[src/rtl/battle_turn_sched.sv]
`default_nettype none
// ============================================================================
// battle_turn_sched : one battle round per go press (player half, then AI half)
// Revision 1.0
// ============================================================================
module battle_turn_sched #(
    parameter int         HP_W      = 4,
    parameter logic [7:0] LFSR_SEED = 8'hA5
) (
    input  logic            clk,
    input  logic            rst,
    input  logic            go,
    input  logic [1:0]      p_move,
    input  logic [3:0]      accu,
    input  logic [HP_W-1:0] p_hp,
    input  logic [HP_W-1:0] ai_hp,
    output logic [1:0]      move_sel,
    output logic            actr,
    output logic            target,
    output logic            calc_dmg,
    output logic            app_dmg,
    output logic            missed,
    output logic            busy,
    output logic            victory,
    output logic            loss,
    output logic [7:0]      turn_cnt
);

    typedef enum logic [3:0] {
        IDLE     = 4'd0,
        P_ROLL   = 4'd1,
        P_CALC   = 4'd2,
        P_APPLY  = 4'd3,
        P_CHECK  = 4'd4,
        AI_ROLL  = 4'd5,
        AI_CALC  = 4'd6,
        AI_APPLY = 4'd7,
        AI_CHECK = 4'd8,
        WIN      = 4'd9,
        LOSE     = 4'd10
    } state_t;

    state_t      state;
    state_t      state_nx;
    logic        go_d;
    logic [7:0]  lfsr;
    logic [1:0]  pm_q;
    logic [1:0]  ai_q;
    logic        missed_q;
    logic [7:0]  turn_q;

    logic        rise;
    logic        hit;
    logic        miss_nx;
    logic        latch_pm;
    logic        latch_ai;
    logic        ai_phase;

    assign rise = go & ~go_d;
    assign hit  = (lfsr[3:0] <= accu);

    always_ff @(posedge clk or posedge rst) begin
        if (rst) begin
            state    <= IDLE;
            go_d     <= 1'b0;
            lfsr     <= LFSR_SEED;
            pm_q     <= 2'd0;
            ai_q     <= 2'd0;
            missed_q <= 1'b0;
            turn_q   <= 8'd0;
        end else begin
            state    <= state_nx;
            go_d     <= go;
            lfsr     <= {lfsr[6:0], lfsr[7] ^ lfsr[5] ^ lfsr[4] ^ lfsr[3]};
            missed_q <= miss_nx;
            if (latch_pm) begin
                pm_q <= p_move;
                if (turn_q != 8'hFF) begin
                    turn_q <= turn_q + 8'd1;
                end
            end
            // AI move comes from the LFSR as it stands on the hand-over edge
            if (latch_ai) begin
                ai_q <= lfsr[5:4];
            end
        end
    end

    always_comb begin
        state_nx = state;
        miss_nx  = 1'b0;
        latch_pm = 1'b0;
        latch_ai = 1'b0;
        case (state)
            IDLE: begin
                if (rise) begin
                    state_nx = P_ROLL;
                    latch_pm = 1'b1;
                end
            end
            P_ROLL: begin
                if (hit) begin
                    state_nx = P_CALC;
                end else begin
                    state_nx = AI_ROLL;
                    miss_nx  = 1'b1;
                    latch_ai = 1'b1;
                end
            end
            P_CALC:  state_nx = P_APPLY;
            P_APPLY: state_nx = P_CHECK;
            P_CHECK: begin
                if (ai_hp == '0) begin
                    state_nx = WIN;
                end else begin
                    state_nx = AI_ROLL;
                    latch_ai = 1'b1;
                end
            end
            AI_ROLL: begin
                if (hit) begin
                    state_nx = AI_CALC;
                end else begin
                    state_nx = IDLE;
                    miss_nx  = 1'b1;
                end
            end
            AI_CALC:  state_nx = AI_APPLY;
            AI_APPLY: state_nx = AI_CHECK;
            AI_CHECK: state_nx = (p_hp == '0) ? LOSE : IDLE;
            WIN:      state_nx = WIN;
            LOSE:     state_nx = LOSE;
            default:  state_nx = IDLE;
        endcase
    end

    assign ai_phase = (state == AI_ROLL) || (state == AI_CALC) ||
                      (state == AI_APPLY) || (state == AI_CHECK);

    assign move_sel = ai_phase ? ai_q : pm_q;
    assign actr     = ai_phase;
    assign target   = ai_phase;
    assign calc_dmg = (state == P_CALC) || (state == AI_CALC);
    assign app_dmg  = (state == P_APPLY) || (state == AI_APPLY);
    assign missed   = missed_q;
    assign busy     = !((state == IDLE) || (state == WIN) || (state == LOSE));
    assign victory  = (state == WIN);
    assign loss     = (state == LOSE);
    assign turn_cnt = turn_q;

endmodule
`default_nettype wire

[config.mk]
export PLATFORM = sky130hd
export DESIGN_NAME = battle_turn_sched
export DESIGN_NICKNAME = d
export VERILOG_FILES = /design/src/rtl/battle_turn_sched.sv
export SDC_FILE = /design/constraint.sdc
export NUM_CORES = 1
export LEC_CHECK = 0
export BUFFER_PORTS_ARGS = -buffer_cell sky130_fd_sc_hd__buf_4
export CORE_MARGIN = 2
export CORE_UTILIZATION = 51
export CTS_CLUSTER_DIAMETER = 30
export DETAILED_ROUTE_END_ITERATION = 8
export PLACE_DENSITY_LB_ADDON = 0.15
export SLEW_MARGIN = 0
export SYNTH_ARGS = -nofsm -noshare
export SYNTH_HDL_FRONTEND = slang
export SYNTH_SLANG_ARGS = --single-unit
[constraint.sdc]
create_clock -name clk -period 2.32 [get_ports clk]
set_input_delay 0.464 -clock clk [delete_from_list [all_inputs] [get_ports clk]]
set_output_delay 0.464 -clock clk [all_outputs]
set_load 0.02 [all_outputs]
Yosys cells after proc, flatten, opt, wreduce, memory -nomap -nowiden
Index checks and enable logic that the tools add are counted.
Widths: inputs -> output; s select.
- register bits after elaboration: 26
- input bits: 17
- word-level logic and storage cells: 52
- $add $sub $neg: 1
- order comparisons: 1
- equality and inequality tests: 12
- mux-type cells: 13
- bitwise gates (word level): 5
- reduce and logical (&&, ||, !) cells: 13
- operators with widths (cell ; number):
    $pmux 4 s11 ; 1
    $eq 4x3->1 const B ; 4
    $eq 4x4->1 const B ; 3
    $logic_not 4->1 ; 3
    $mux 4 ; 3
    $add 8x1->8 const B ; 1
    $eq 4x2->1 const B ; 2
    $ne 8x8->1 const B ; 1
    $logic_or 1x1->1 ; 7
    $mux 3 ; 2
    $mux 1 ; 5
    $eq 4x1->1 const B ; 1
    $le 4x4->1 ; 1
    $xor 1x1->1 ; 3
    $mux 2 ; 1
    $ne 2x2->1 const B ; 1
    $pmux 1 s2 ; 1
    $reduce_and 2->1 ; 1
    $reduce_or 2->1 ; 1
    $and 1x1->1 ; 1
    $logic_not 1->1 ; 1
    $not 1->1 ; 1

Depth between registers and ports, before layout
Gate-level depths: netlist of run 1.
- depth in word-level cells: 5
- mapped depth: 7
- depth with buffers taken out: 7

Worst setup path before layout of run 1
OpenSTA, ideal clock, no wires.
- kind: input -> register
- start point: in accu[1]
- end point: reg ai_q[0]
- arrival: 1.763 ns
- required time: 2.195 ns
- setup slack: 0.433 ns
- stages on the path: 7
- buffers on the path: 0
- cell sequence: inv_1 ha_1 nor2b_1 o211ai_1 a21boi_1 a31oi_1 mux2_2
- word-level cells in the longest chain between the ends: 3
- ends and longest elaborated chain (element ; line ; text):
    from (decl) ; 14 ; input logic [3:0] accu,
    $le 4x4->1 ; 60 ; assign hit = (lfsr[3:0] <= accu);
    $mux 1 ; 102 ; if (hit) begin
    $pmux 1 s2 ; 94 ; case (state)
    to (signal assigned) ; 84 ; ai_q <= lfsr[5:4];
    to (decl) ; 48 ; logic [1:0] ai_q;
No other way between the ends.
A chain may end at the register's enable or synchronous reset.

Final worst setup path of run 1
- start point: reg state[0]
- end point: out busy
- word-level cells in the longest chain between the ends: 4
- ends and longest elaborated chain (element ; line ; text):
    from (decl) ; 43 ; state_t state;
    from (signal assigned) ; 72 ; state <= state_nx;
    $eq 4x4->1 or $logic_not 4->1 (tied branches) ; 146 ; assign busy = !((state == IDLE) || (state == WIN) || (state == LOSE));
    $logic_or 1x1->1 ; 146 ;
    $logic_or 1x1->1 (*) ; 146 ;
    $logic_not 1->1 (*) ; 146 ;
    to (decl) ; 23 ; output logic busy,
Every way passes the cells marked *; elsewhere a longest branch is shown, timed or not.

==> flow_summary.yaml, run 1 <==
grt:
  antenna_found_initial: 0
  overflow: 0
  grt_usage_pct: 17.8
  grt_pass1_vias: 1018
  grt_pass1_wl_mm: 4.44
  grt_max_degree: 27
critical_path:
  path_class: "reg2out"
  cp_data_required_time_ns: 1.86
  arrival_ns: 1.73
  crit_path_end_kind: "primary output"
  crit_fanout: 8
  worst_r2r_path_depth: 6
  worst_setup_path_start_kind: "flip-flop"
floorplan:
  die_w_um: 55.2
  initial_utilization_pct: 54.0
  die_area_um2: 3050
  num_rows: 18
  design.portCount: 35
  die_y_um: 55.2
  core_area_um2: 2480
clock_network:
  cts_tree: "done"
  clock_path_buffers: 2
  cts_sinks: 26
  clk_pin_slew_ns: 0.14
  insertion_delay_ns: 0.31
  htree_num_levels: 1
  cts_buffers: 3
  cts-root-buf: "clkbuf_4"
logic_synthesis:
  yosysWarnings: 0
  synth-edff-count: 0
  syn-num-nets: 141
  ys_seq_area_share_pct: 49.0
  syn_inst: 119
  synth_area_um2: 1340
  syn_area_per_cell_um2: 11.3
  yosysUniqueCellTypes: 42
  synth_ff_type: "dfrtp_1"
  synth-seq-cells: 26
  async_reset_ff_share_pct: 100
sta:
  slew_violations: 0
  tns_ns: 0
  period_share_pct: 94.4
  fin_ws_ns: 0.129
  max_slew_margin_pct: 72.4
  min_period_ns: 2.19
  fmax_mhz: 456
  holdWs_ns: 0.181
  worst_slew_pin_slew_ns: 0.411
  setup_viol: 0
  hold_viol_final: 0
  fin_skew_ns: 0.00559
cells_and_area:
  final_nets: 182
  fillers: 195
  n_antenna_cell: 0
  final_area_um2: 1710
  area_delta_synth_final_pct: 28.0
  instances_no_fill: 189
  drive_above_1_share_pct: 42.8
  final_cell_mix: "buf_4, dfrtp_1, xnor2_1"
  final_common_cell: "buf_4"
  fin_util_pct: 69.2
pwr:
  powerDensity_nw_per_um2: 1070
  total_power_mw: 1.83
  p_leak_nw: 0.835
  ir_drop_v: 0.000755
route:
  vias_per_cell: 5.43
  totalWireLength_mm: 2.57
  wl_per_cell_um: 13.6
  firstDrtPassIters: 4
  drt_drc_violations_left: 0
  drtIter0Drc: 14
  vias: 1027
  ant_nets: 0
placement:
  gp_congestion: 0.855
  dpl.cell_count: 182
  hpwl_mm: 1.94
  io_buffers: 34
  dp_slack_ns: 0.208
  dpl_cell_area_um2: 1630
run_status:
  outcome: "finished clean"
hold_path:
  hp-class: "in2async"
run:
  max_cap_viol_count: 0
-- Yosys cell counts, types with 2 or more instances --
| cell type | instances | area share (%) |
|---|---|---|
| nand2b_1 | 2 | 0.93 |
| a21oi_1 | 7 | 2.6 |
| dfstp_2 | 4 | 7.9 |
| dfrtp_1 | 22 | 41 |
| nor4_1 | 2 | 0.93 |
| xor2_1 | 2 | 1.3 |
| and2_1 | 2 | 0.93 |
| and3_1 | 4 | 1.9 |
| nor2b_1 | 3 | 1.4 |
| nand2_1 | 5 | 1.4 |
| mux2_2 | 7 | 5.9 |
| nand4_1 | 4 | 1.9 |
| buf_2 | 2 | 0.75 |
| xnor2_1 | 9 | 5.9 |
| o21ai_0 | 4 | 1.5 |
| ha_1 | 5 | 4.7 |
| nor2_1 | 2 | 0.56 |
| inv_1 | 8 | 2.2 |
| nor3b_1 | 2 | 1.1 |
-- power by group --
group	leakage [nW]	total (mW)	internal [mW]	switching, mW
Sequential	0.331	0.634	0.538	0.0959
Clock	0.0279	0.302	0.174	0.127
Combinational	0.477	0.898	0.418	0.480
Total	0.835	1.83	1.13	0.704
-- worst max-delay path: stages, from the launching register on --
cell and delay [ns]:
dfrtp_2 0.49, nand2b_1 0.17, inv_1 0.10, nor3_1 0.17, a21oi_1 0.06, or2_2 0.27
buf_4 0.16
-- registers in the layout, summed over array words and instances, names as in the netlist --
signal	flops
ai_q	2
go_d	1
lfsr	8
missed	1
pm_q	2
state	4
turn_cnt	8
-- cell families (layout without fill, tap and decap cells) --
group | count (synthesis) | after routing | share of synthesized area, %
adder cells (fa/ha/maj) | 5 | 5 | 4.67
flip-flops | 26 | 26 | 49.0
multiplexers | 7 | 7 | 5.89
AO/OA/AOI/OAI | 21 | 21 | 11.4
buffers and inverters | 13 | 53 | 4.67
AND/OR/NAND/NOR | 36 | 36 | 17.2
XOR/XNOR | 11 | 11 | 7.20
-- final cells by class --
cell class	count	area [um^2]	share of cell area (%)
Tap cell	30	37.5	2.19
Clock buffer	3	22.5	1.31
Inverter	8	30.0	1.75
Sequential cell	26	657	38.3
Clock inverter	1	30.0	1.75
Multi-Input combinational cell	80	629	36.7
Timing Repair Buffer	41	308	18.0
-- worst paths after layout --
check	from	slack, ns	endpoint
min in group clk	go	0.26	go_d
hold / removal	rst	0.18	turn_cnt[1]
hold reg to reg	lfsr[6]	0.38	lfsr[7]
setup / recovery	state[0]	0.13	busy
setup reg to reg	lfsr[1]	0.37	ai_q[0]
max in group asynchronous	rst	1.84	lfsr[7]
-- routing by layer --
metal,track usage (%),vias up,wire length [um]
li1,-,504,-
met1,23.2,500,1130
met2,30.3,21,1310
met3,3.28,2,113
met4,5.23,0,19
met5,0,-,0
-- what timing repair did --
| item | CTS | global route |
|---|---|---|
| hold buffers | 0 | 0 |
| resized for setup | 2 | 2 |
| hold endpoints to repair | 0 | 0 |
| buffers inserted | 0 | 3 |
| cloned | 0 | 0 |
| endpoints found under the setup margin | 2 | 3 |
| pin swaps | 0 | 0 |
Note: power is estimated with default switching activity, not from simulation.
==> run 2, diff against run 1 <==
clock period = 2.1 ns   (was 2.32 ns; I/O delays follow)
==> flow_summary.yaml, run 2 (same netlist as run 1, synthesis figures left out) <==
clock_network:
  cts_tree: "done"
  cts-root-buf: "clkbuf_4"
  clk_pin_slew_ns: 0.14
  cts_buffers: 3
  clock_path_buffers: 2
  cts_sinks: 26
  insertion_delay_ns: 0.32
  htree_num_levels: 1
cells_and_area:
  final_area_um2: 1830
  final_common_cell: "buf_4"
  fillers: 190
  drive_above_1_share_pct: 47.6
  final_cell_mix: "buf_4, dfrtp_1, xnor2_1"
  instances_no_fill: 196
  seqCellArea_um2: 657
  multiInputGateArea_um2: 674
  area_delta_synth_final_pct: 36.4
  final_nets: 189
  n_antenna_cell: 0
route:
  wl_per_cell_um: 15.5
  drtIter0Drc: 20
  totalWireLength_mm: 3.04
  vias_per_cell: 5.60
  ant_nets: 0
  firstDrtPassIters: 4
  vias: 1098
  drt_drc_violations_left: 0
critical_path:
  worst_r2r_path_depth: 6
  timing.rr.end: "ai_q[0]"
  slowest_stage: "dfrtp_2"
  cp_data_required_time_ns: 1.68
  rrSetupSlack_ns: 0.19
  worst_setup_path_start_kind: "flip-flop"
  path_class: "reg2out"
  worstPathBufferInverterCount: 1
  cp_slowest_stage_delay_ns: 0.49
  crit_fanout: 4
  cp_top_family: "flip-flops"
  crit_chain: "nor2_4 -> nor3b_2 -> a21oi_2 -> mux2_4 -> buf_6"
  crit_path_end_kind: "primary output"
  arrival_ns: 1.70
  r2r_start: "lfsr[1]"
grt:
  grt_pass1_wl_mm: 4.73
  grt_max_degree: 27
  grt_usage_pct: 19.3
  grt_pass1_vias: 1024
  overflow: 0
  antenna_found_initial: 0
floorplan:
  initial_utilization_pct: 54.0
  die_area_um2: 3050
  num_rows: 18
  die_y_um: 55.2
  core_area_um2: 2480
  design.portCount: 35
  die_w_um: 55.2
sta:
  min_period_ns: 2.12
  worst_slew_pin_slew_ns: 0.441
  fin_ws_ns: -0.0178
  slew_violations: 0
  hold_viol_final: 0
  max_slew_margin_pct: 70.3
  holdWs_ns: 0.134
  period_share_pct: 101
  fmax_mhz: 472
  rsz0062_at_grt: "yes"
  setup_viol: 2
  fin_skew_ns: 0.00617
pwr:
  powerDensity_nw_per_um2: 1250
  p_leak_nw: 0.898
  ir_drop_v: 0.00124
placement:
  dpl_cell_area_um2: 1640
  io_buffers: 34
  hpwl_mm: 1.99
  dpl.cell_count: 184
  dp_slack_ns: 0.0345
  gp_congestion: 0.847
run_status:
  outcome: "finished with violations"
  violations: "setup timing"
run:
  max_cap_viol_count: 0
hold_path:
  hp-class: "in2async"
run 2: cell types whose count changed in the layout (fill, tap and decap cells not counted), moves of 2 or more:
cell	before	now
buf_4	41	44
nor2b_4	0	2
mux2_2	7	5
buf_6	0	4
mux2_4	0	2
run 2: layout make-up:
| type | instances | area share [%] |
|---|---|---|
| multi-input cells | 80 | 36.9 |
| flip-flops and latches | 26 | 36.0 |
| repair buffers | 48 | 20.5 |
| well taps | 30 | 2.05 |
| clock inverters | 1 | 1.64 |
| inverters | 8 | 1.64 |
| clock buffers | 3 | 1.23 |
run 2: stage by stage:
| stage | util [%] | TNS, ns | total power, mW |
|---|---|---|---|
| after detailed placement | 66.4 | 0 | 1.65 |
| after global routing | 73.7 | -0.131 | 2.39 |
| final | 73.7 | -0.0306 | 2.28 |
| after CTS | 71.6 | -0.00198 | 2.13 |
| after floorplan | - | 0 | 1.33 |
| after global placement | 66.4 | 0 | 1.63 |
run 2: metal layers:
layer,track usage (%),share of wire [%],vias up,wire length (um)
met4,3.48,2.2,0,66
met5,0,0,-,0
li1,-,-,515,-
met1,23.8,40,534,1210
met2,34.4,53,41,1600
met3,4.92,5.3,8,161
run 2: where the power goes:
group | internal (mW) | switching [mW] | leakage (nW)
sequential | 0.595 | 0.118 | 0.331
clock | 0.193 | 0.147 | 0.0279
combinational | 0.618 | 0.612 | 0.539
run 2: repair_timing:
item | CTS | global route
buffers inserted | 5 | 3
pin swaps | 1 | 3
resized for setup | 10 | 8
setup endpoints to repair | 3 | 3
gates cloned | 0 | 0
hold buffers | 0 | 0
run 2: worst reg2reg max path: cells and delay by family (launching register included):
family                   cells  cell delay, ns
flip-flops                   1            0.42
AND/OR/NAND/NOR              1            0.14
multiplexers                 1            0.37
AO/OA/AOI/OAI                3            0.61
adder cells (fa/ha/maj)      1            0.29
run 2: how the worst max path moves through the flow:
| stage | startpoint | endpoint | slack [ns] | cells past startpoint |
|---|---|---|---|---|
| after floorplan | accu[1] | ai_q[0] | 0.26 | 7 |
| after global placement | accu[1] | ai_q[1] | 0.1 | 8 |
| after detailed placement | accu[1] | ai_q[0] | 0.03 | 8 |
| after CTS | state[0] | move_sel[0] | -0.001 | 5 |
| after global routing | state[0] | move_sel[0] | -0.07 | 5 |
| final | state[0] | move_sel[0] | -0.02 | 5 |
==> run 3, diff against run 2 <==
REMOVE_ABC_BUFFERS = 1   (was default)
==> flow_summary.yaml, run 3 (same netlist as run 1, synthesis figures left out) <==
sta:
  slew_violations: 0
  period_share_pct: 98.2
  fin_skew_ns: 0.00521
  setup_viol: 0
  hold_viol_final: 0
  worst_slew_pin_slew_ns: 0.456
  tns_ns: 0
  max_slew_margin_pct: 69.6
  min_period_ns: 2.06
  fmax_mhz: 485
cells_and_area:
  drive_above_1_share_pct: 48.5
  final_nets: 186
  fillers: 191
  area_delta_synth_final_pct: 34.7
  n_antenna_cell: 0
  seqCellArea_um2: 657
  final_cell_mix: "buf_4, dfrtp_1, xnor2_1"
  multiInputGateArea_um2: 684
  instances_no_fill: 193
  fin_util_pct: 72.8
  final_common_cell: "buf_4"
  final_area_um2: 1800
route:
  drtIter0Drc: 21
  dr_wl_met3_um: 150
  top_signal_layer_used: "met4"
  vias_per_cell: 5.49
  drt_drc_violations_left: 0
  wl_per_cell_um: 15.3
  wl_met2_mm: 1.54
  wl_met1_mm: 1.23
  totalWireLength_mm: 2.96
  vias: 1060
  firstDrtPassIters: 4
  ant_nets: 0
critical_path:
  worstPathBufferInverterCount: 1
  rrSetupSlack_ns: 0.19
  cp_data_required_time_ns: 1.68
  worst_setup_path_start_kind: "flip-flop"
  crit_fanout: 3
  r2r_start: "lfsr[1]"
  timing.rr.end: "ai_q[1]"
  cp_slowest_stage_delay_ns: 0.42
  slowest_stage: "dfrtp_1"
  crit_chain: "nor2_2 -> nor3b_2 -> a21oi_4 -> mux2_4 -> buf_4"
  path_class: "reg2out"
  cp_top_family: "flip-flops"
  crit_path_end_kind: "primary output"
  worst_r2r_path_depth: 6
  arrival_ns: 1.64
clock_network:
  cts_buffers: 3
  clock_path_buffers: 2
  cts-root-buf: "clkbuf_4"
  cts_tree: "done"
  cts_sinks: 26
  htree_num_levels: 1
  insertion_delay_ns: 0.32
  clk_pin_slew_ns: 0.14
pwr:
  power.switching_uw: 848
  powerDensity_nw_per_um2: 1220
  p_leak_nw: 0.877
  ir_drop_v: 0.000770
  p_int_mw: 1.35
  p_comb_share_pct: 52.8
  switching_share_pct: 38.7
  p_clk_share_pct: 15.4
  seq_power_share_pct: 31.8
floorplan:
  die_area_um2: 3050
  core_area_um2: 2480
  num_rows: 18
  die_w_um: 55.2
  initial_utilization_pct: 54.0
  die_y_um: 55.2
  design.portCount: 35
grt:
  grt_usage_pct: 20.3
  grt_max_degree: 16
  grt_pass1_vias: 1065
  grt_pass1_wl_mm: 4.93
  antenna_found_initial: 0
  overflow: 0
placement:
  io_buffers: 34
  hpwl_mm: 2.20
  gp_congestion: 0.834
  dpl_cell_area_um2: 1640
  dpl.cell_count: 184
run:
  max_cap_viol_count: 0
hold_path:
  hp-class: "in2async"
run_status:
  outcome: "finished clean"
-- run 3: power groups by stage --
stage / logic [mW] / registers (mW) / clock network, mW
6_report: 1.16 / 0.698 / 0.338
5_1_grt: 1.25 / 0.710 / 0.372
2_1_floorplan: 0.502 / 0.779 / 0
3_5_place_dp: 0.973 / 0.692 / 0
3_3_place_gp: 0.948 / 0.685 / 0
4_1_cts: 1.08 / 0.690 / 0.347
-- run 3: final cells by class --
| cell class | count | share of cell area [%] |
|---|---|---|
| Tap cell | 30 | 2.08 |
| Inverter | 8 | 1.67 |
| Clock inverter | 1 | 1.67 |
| Timing Repair Buffer | 45 | 18.9 |
| Sequential cell | 26 | 36.4 |
| Multi-Input combinational cell | 80 | 38.0 |
| Clock buffer | 3 | 1.25 |
-- run 3: timing repair --
action                     in CTS  in global routing
setup endpoints to repair       3                  7
resized for setup               8                  9
gates cloned                    0                  0
pin swaps                       1                  4
hold buffers                    0                  0
setup buffers                   4                  1
-- run 3: through the flow --
stage | total power, mW | hold WS, ns | setup WS [ns]
2_1_floorplan | 1.28 | 0.333 | 0.257
3_3_place_gp | 1.63 | 0.344 | 0.103
3_5_place_dp | 1.67 | 0.343 | -0.00150
4_1_cts | 2.12 | 0.0938 | -0.00757
5_1_grt | 2.33 | 0.114 | -0.0388
6_report | 2.19 | 0.0889 | 0.0385
-- run 3: worst max path at each step --
stage / start / endpoint / cells past startpoint
global route: state[0] / move_sel[1] / 5
CTS: state[3] / move_sel[1] / 4
global placement: accu[1] / ai_q[1] / 8
detailed placement: accu[1] / ai_q[0] / 8
finish: state[0] / move_sel[1] / 5
floorplan: accu[1] / ai_q[0] / 7
-- run 3: metal layers --
| metal | up-vias | global-route usage [%] |
|---|---|---|
| li1 | 508 | - |
| met1 | 514 | 24.5 |
| met2 | 34 | 34.7 |
| met3 | 4 | 4.68 |
| met4 | 0 | 8.71 |
| met5 | - | 0 |
